$ cat config.mk
export PLATFORM = sky130hd
export DESIGN_NAME = mul_share_arbiter
export DESIGN_NICKNAME = d
export VERILOG_FILES = /design/src/rtl/mul_share_arbiter.sv
export SDC_FILE = /design/constraint.sdc
export NUM_CORES = 1
export LEC_CHECK = 0
export BUFFER_PORTS_ARGS = -buffer_cell sky130_fd_sc_hd__buf_4
export CAP_MARGIN = 0
export CORE_ASPECT_RATIO = 1.2
export CORE_UTILIZATION = 50
export CTS_CLUSTER_SIZE = 24
export DETAILED_ROUTE_END_ITERATION = 12
export GPL_TIMING_DRIVEN = 0
export PLACE_DENSITY = 0.83
export RECOVER_POWER = 100
export SLEW_MARGIN = 20
export SYNTH_ARGS = -nofsm -noshare
export SYNTH_HDL_FRONTEND = slang
export SYNTH_SLANG_ARGS = --single-unit
$ cat constraint.sdc
create_clock -name clk -period 3.2 [get_ports clk]
set_input_delay 0.16 -clock clk [delete_from_list [all_inputs] [get_ports clk]]
set_output_delay 0.16 -clock clk [all_outputs]
set_load 0.005 [all_outputs]
$ cat src/rtl/mul_share_arbiter.sv
// Two-client round-robin arbiter/sequencer for the shared 4x4 shift-add multiplier.
// Latches one job at a time, pulses start, waits MUL_LAT edges, returns the product.
module mul_share_arbiter #(
  parameter int MUL_LAT = 5
) (
  input  logic       clk,
  input  logic       n_rst,
  input  logic       req0,
  input  logic       req1,
  input  logic [3:0] m0,
  input  logic [3:0] q0,
  input  logic [3:0] m1,
  input  logic [3:0] q1,
  output logic       ack0,
  output logic       ack1,
  output logic       done0,
  output logic       done1,
  output logic [7:0] res,
  output logic       busy,
  output logic       mul_start,
  output logic [3:0] mul_m,
  output logic [3:0] mul_q,
  input  logic [7:0] mul_p
);

  typedef enum logic [1:0] {S_IDLE, S_START, S_WAIT, S_DONE} state_t;

  state_t     r_state, w_state_nxt;
  logic [3:0] r_cnt, w_cnt_nxt;
  logic       r_sel, w_sel_nxt;
  logic       r_last, w_last_nxt;
  logic [3:0] r_mul_m, w_mul_m_nxt;
  logic [3:0] r_mul_q, w_mul_q_nxt;
  logic [7:0] r_res, w_res_nxt;
  logic       r_ack0, r_ack1, r_done0, r_done1, r_busy, r_mul_start;
  logic       w_win;

  always_comb begin
    w_state_nxt = r_state;
    w_cnt_nxt   = r_cnt;
    w_sel_nxt   = r_sel;
    w_last_nxt  = r_last;
    w_mul_m_nxt = r_mul_m;
    w_mul_q_nxt = r_mul_q;
    w_res_nxt   = r_res;
    w_win       = 1'b0;
    case (r_state)
      S_IDLE: begin
        if (req0 | req1) begin
          // On a tie the client that did not finish last wins.
          w_win       = (req0 & req1) ? ~r_last : req1;
          w_sel_nxt   = w_win;
          w_mul_m_nxt = w_win ? m1 : m0;
          w_mul_q_nxt = w_win ? q1 : q0;
          w_state_nxt = S_START;
        end
      end
      S_START: begin
        w_cnt_nxt   = 4'(MUL_LAT - 1);
        w_state_nxt = S_WAIT;
      end
      S_WAIT: begin
        if (r_cnt != 4'd0) begin
          w_cnt_nxt = r_cnt - 4'd1;
        end else begin
          w_res_nxt   = mul_p;
          w_state_nxt = S_DONE;
        end
      end
      S_DONE: begin
        w_last_nxt  = r_sel;
        w_state_nxt = S_IDLE;
      end
      default: w_state_nxt = S_IDLE;
    endcase
  end

  // Pulse outputs are decoded from the next state so they come straight from flops.
  always_ff @(posedge clk or negedge n_rst) begin
    if (!n_rst) begin
      r_state     <= S_IDLE;
      r_cnt       <= 4'd0;
      r_sel       <= 1'b0;
      r_last      <= 1'b1;
      r_mul_m     <= 4'd0;
      r_mul_q     <= 4'd0;
      r_res       <= 8'd0;
      r_ack0      <= 1'b0;
      r_ack1      <= 1'b0;
      r_done0     <= 1'b0;
      r_done1     <= 1'b0;
      r_busy      <= 1'b0;
      r_mul_start <= 1'b0;
    end else begin
      r_state     <= w_state_nxt;
      r_cnt       <= w_cnt_nxt;
      r_sel       <= w_sel_nxt;
      r_last      <= w_last_nxt;
      r_mul_m     <= w_mul_m_nxt;
      r_mul_q     <= w_mul_q_nxt;
      r_res       <= w_res_nxt;
      r_ack0      <= (w_state_nxt == S_START) & ~w_sel_nxt;
      r_ack1      <= (w_state_nxt == S_START) &  w_sel_nxt;
      r_done0     <= (w_state_nxt == S_DONE)  & ~w_sel_nxt;
      r_done1     <= (w_state_nxt == S_DONE)  &  w_sel_nxt;
      r_busy      <= (w_state_nxt != S_IDLE);
      r_mul_start <= (w_state_nxt == S_START);
    end
  end

  assign ack0      = r_ack0;
  assign ack1      = r_ack1;
  assign done0     = r_done0;
  assign done1     = r_done1;
  assign busy      = r_busy;
  assign mul_start = r_mul_start;
  assign mul_m     = r_mul_m;
  assign mul_q     = r_mul_q;
  assign res       = r_res;

endmodule

# Word-level counts from Yosys, hierarchy flattened
# Index checks and enable logic that the tools add are counted.
[classes] add_sub_neg=1 multipliers=0 n_div=0 order_cmp=0 eq_ne=6 shift=0 mux=10 bitwise_logic=9 n_reduce_logical=7
[ops] op="$mux W4" count=3
[ops] op="$pmux W2 S4" count=1
[ops] op="$pmux W4 S2" count=1
[ops] op="$eq A2 B2 Y1 const B" count=3
[ops] op="$reduce_and A2 Y1" count=3
[ops] op="$and A1 B1 Y1" count=5
[ops] op="$eq A2 B1 Y1 const B" count=2
[ops] op="$mux W2" count=2
[ops] op="$reduce_bool A2 Y1" count=2
[ops] op="$reduce_bool A4 Y1" count=1
[ops] op="$sub A4 B1 Y4 const B" count=1
[ops] op="$mux W1" count=3
[ops] op="$not A1 Y1" count=3
[ops] op="$logic_not A2 Y1" count=1
[ops] op="$ne A2 B2 Y1 const B" count=1
[ops] op="$or A1 B1 Y1" count=1
[word_totals] reg_bits=30 latch_bits=0 ram_bits=0 rom_bits=0 mem_count=0

# Depth between registers and ports, before layout
[depth] depth_word=6 depth_mapped=6

# Worst setup path before layout
# OpenSTA, ideal clock, no wires.
[synth_path] path_kind="register to register" startpoint="reg r_state[0]" endpoint="reg r_res[0], in the netlist res[0]" setup_ns=0.125 t_arrival_ns=1.487 t_required_ns=3.075 setup_slack_ns=1.588 stages_incl_launch_ff=6 n_path_buf=1 cell_sequence="dfrtp_1 > inv_1 > ha_1 > nor4bb_1 > buf_4 > mux2_2"
[synth_via] elab_chain_len=2
[synth_lines] element="start: declaration" line_no="28" text="state_t r_state, w_state_nxt;"
[synth_lines] element="start signal: assignment" line_no="95" text="r_state <= w_state_nxt;"
[synth_lines] element="$eq A2 B2 Y1" line_no="47" text="case (r_state)"
[synth_lines] element="$reduce_and A2 Y1 (no line)"
[synth_lines] element="end signal: assignment" line_no="101" text="r_res <= w_res_nxt;"
[synth_lines] element="end: declaration" line_no="34" text="logic [7:0] r_res, w_res_nxt;"
# No other way between the ends.
# A chain may end at the register's enable or synchronous reset.

# Final worst setup path
[layout_path] startpoint="reg r_state[0]" endpoint="reg r_res[7], in the netlist res[7]"
# Same word-level chain as after synthesis.

==> reports/metrics.cfg <==
[outcome]
outcome=complete, but fails checks
failed_checks=capacitance limit, slew limit

[route]
viasPerCell=5.071
routed_wl_um=2699
ant_nets=0
num_vias=1070
drtIter0Drc=12
drc=0
wl_per_cell_um=12.79
first_pass_iters=4

[placed_design]
place_hpwl_um=2047
place_congestion=0.7749
pre_cts_slack_ps=1407
port_buffers=49

[critical_path]
critPathCaptureType=register
cp.required_ps=3420
path_cells=inv_1 -> ha_1 -> nor4bb_1 -> clkbuf_1 -> mux2_2
crit_fanout=10
crit_slowest_cell=dfrtp_1
worst-setup-path-type=register to register
crit_arrival_ps=2230
cpPeakStageDelay_ps=440
cp-start-kind=register

[synthesis]
synth_top_cell_area_share_pct=54.98
synth_common_cells=dfrtp_1, nand2_1, nor2_1
syn_area_per_cell_sq_um=11.00
synthDistinctLibCells=25
async_reset_ff_share_pct=100.0
yosys_warnings=0
ys_ff_latch=30
synth_most_common_cell=dfrtp_1
syn_inst=120
syn_area_sq_um=1320
ys.flop_type=dfrtp_1
synth_fp_nets=154
synth_area_leaders=dfrtp_1, mux2_2, ha_1
synth_top_area_cell=dfrtp_1
yosysSeqAreaShare_pct=56.97
synth_edf_count=0

[clocking]
cts_buffers=5
insertion_delay_ps=320
clk_path_buf_depth=2
holdBufCountCts=1
tritoncts=yes
h-tree-depth=2
post_cts.resized_instances=0
cts_setup_buffers=0
numClockSinks=30
root_buffer=clkbuf_4
cts.clk_slew.worst_paths_ps=90

[cells_and_area]
area_growth_pct=35.64
drive_gt1_share_pct=38.76
post-route-util_pct=70.84
n_antenna_cell=0
fin_nets=211

[sta]
max_freq_mhz=496.8
fin_crit_ps=2013
worstMarginPinSlew_ps=1536
slew_headroom_pct=-2.374
min_period_over_period_pct=62.91
maxSlewViolCount=31
finalSetupViolCount=0
rsz0062_at_grt=no
hold_slack_ps=64.50
finClkSkew_ps=4.960
finalHoldViolCount=0
fin_ws_ps=1187
tns_ps=0

[grt]
grt_pass1_vias=1073
grt_start_max_net_pins=31
grt_pass1_wl_um=4485
use_met1_pct=21.34
grt_antenna_before_repair=0
grt_remaining_overflow=0
met3_usage_pct=5.249
busiest_layer=met2
track_usage_pct=21.56
met2_usage_pct=41.27

[die]
floorplan.die_area_sq_um=2850
dieWidth_um=48.91
pin_count=50
initial_core_util_pct=52.23
die_y_um=58.29
rows=20
coreArea_sq_um=2527

[power]
ir_drop_uv=626.3
p_per_area_nw_per_um2=930.5
p_leak_nw=0.8757
p_sw_mw=0.5852
clock_power_share_pct=13.9
switching_share_pct=35.12
pwr-share-comb_pct=44.9
seqPwrFrac_pct=41.1
intPower_mw=1.081

[worst_hold_path]
worst_hold_path_type=input port to register

[flow_run]
cap_violations=1

layout make-up:
cell class              instances  area (sq um)
plain buffers                   3         12.51
clock buffers                   7         55.05
clock inverters                 1         5.005
fillers                       208         737.0
inverters                       7         26.28
multi-input cells              80         524.3
flip-flops and latches         30         752.0
well taps                      33         41.29
repair buffers                 50         374.1
state kept, by name, indices dropped and copies added, names as in the netlist, 2 cells and up:
signal	flops
res	8
r_state	2
mul_m	4
r_cnt	4
mul_q	4
through the flow:
stage,power (mW),area (sq um),std cells
2_1_floorplan,1.117,1320,120
3_3_place_gp,1.417,1729,202
3_5_place_dp,1.472,1729,202
4_1_cts,1.710,1799,211
5_1_grt,1.798,1790,211
6_report,1.666,1790,211
cell families after synthesis:
family | Yosys count | share of synthesized area [%]
AO/OA/AOI/OAI | 21 | 11.00
multiplexers | 10 | 8.531
buffers and inverters | 10 | 3.317
flip-flops | 30 | 56.97
AND/OR/NAND/NOR | 43 | 14.50
adder cells (fa/ha/maj) | 6 | 5.687
power groups by stage:
stage | clock, mW | sequential, mW | combinational (mW)
after detailed placement | 0 | 0.698 | 0.774
after global routing | 0.251 | 0.714 | 0.833
after global placement | 0 | 0.683 | 0.734
final | 0.232 | 0.685 | 0.749
after floorplan | 0 | 0.691 | 0.425
after CTS | 0.237 | 0.692 | 0.780
worst max-delay path, delay by kind of cell (launching register included):
kind	cells	cell delay, ps
buffers and inverters	2	550
DFF	1	440
and+or+nand+nor	1	230
adders and majority gates	1	300
muxes	1	390
routing by layer:
metal  vias to the layer above  share of wire [%]
met3                         2                5.2
met1                       500                 39
li1                        527                  -
met5                         -                  0
met4                         0               0.37
met2                        41                 56
path summary, 6_finish.rpt:
check                                 from  endpoint  slack [ps]  depth (start not counted)
worst max-delay path            r_state[0]    res[7]        1190                          5
worst min-delay path              mul_p[1]    res[1]          60                          2
worst max register to register  r_state[0]    res[7]        1190                          5
worst min register to register      res[2]    res[2]         510                          1
max in group asynchronous            n_rst  mul_q[0]        1570                          2
min in group asynchronous            n_rst    res[4]         740                          2
cells in the final DEF, fill, tap and decap left out, drive strengths merged, types with 2 or more instances in the layout:
master,synthesis,routed
nor3,3,3
ha,6,6
nand2,20,20
dfrtp,29,29
buf,3,27
nor2,14,14
clkbuf,0,32
inv,7,7
mux2,10,10
o21ai,6,6
and3,2,2
a31oi,8,8
Note: power is estimated with default switching activity, not from simulation.
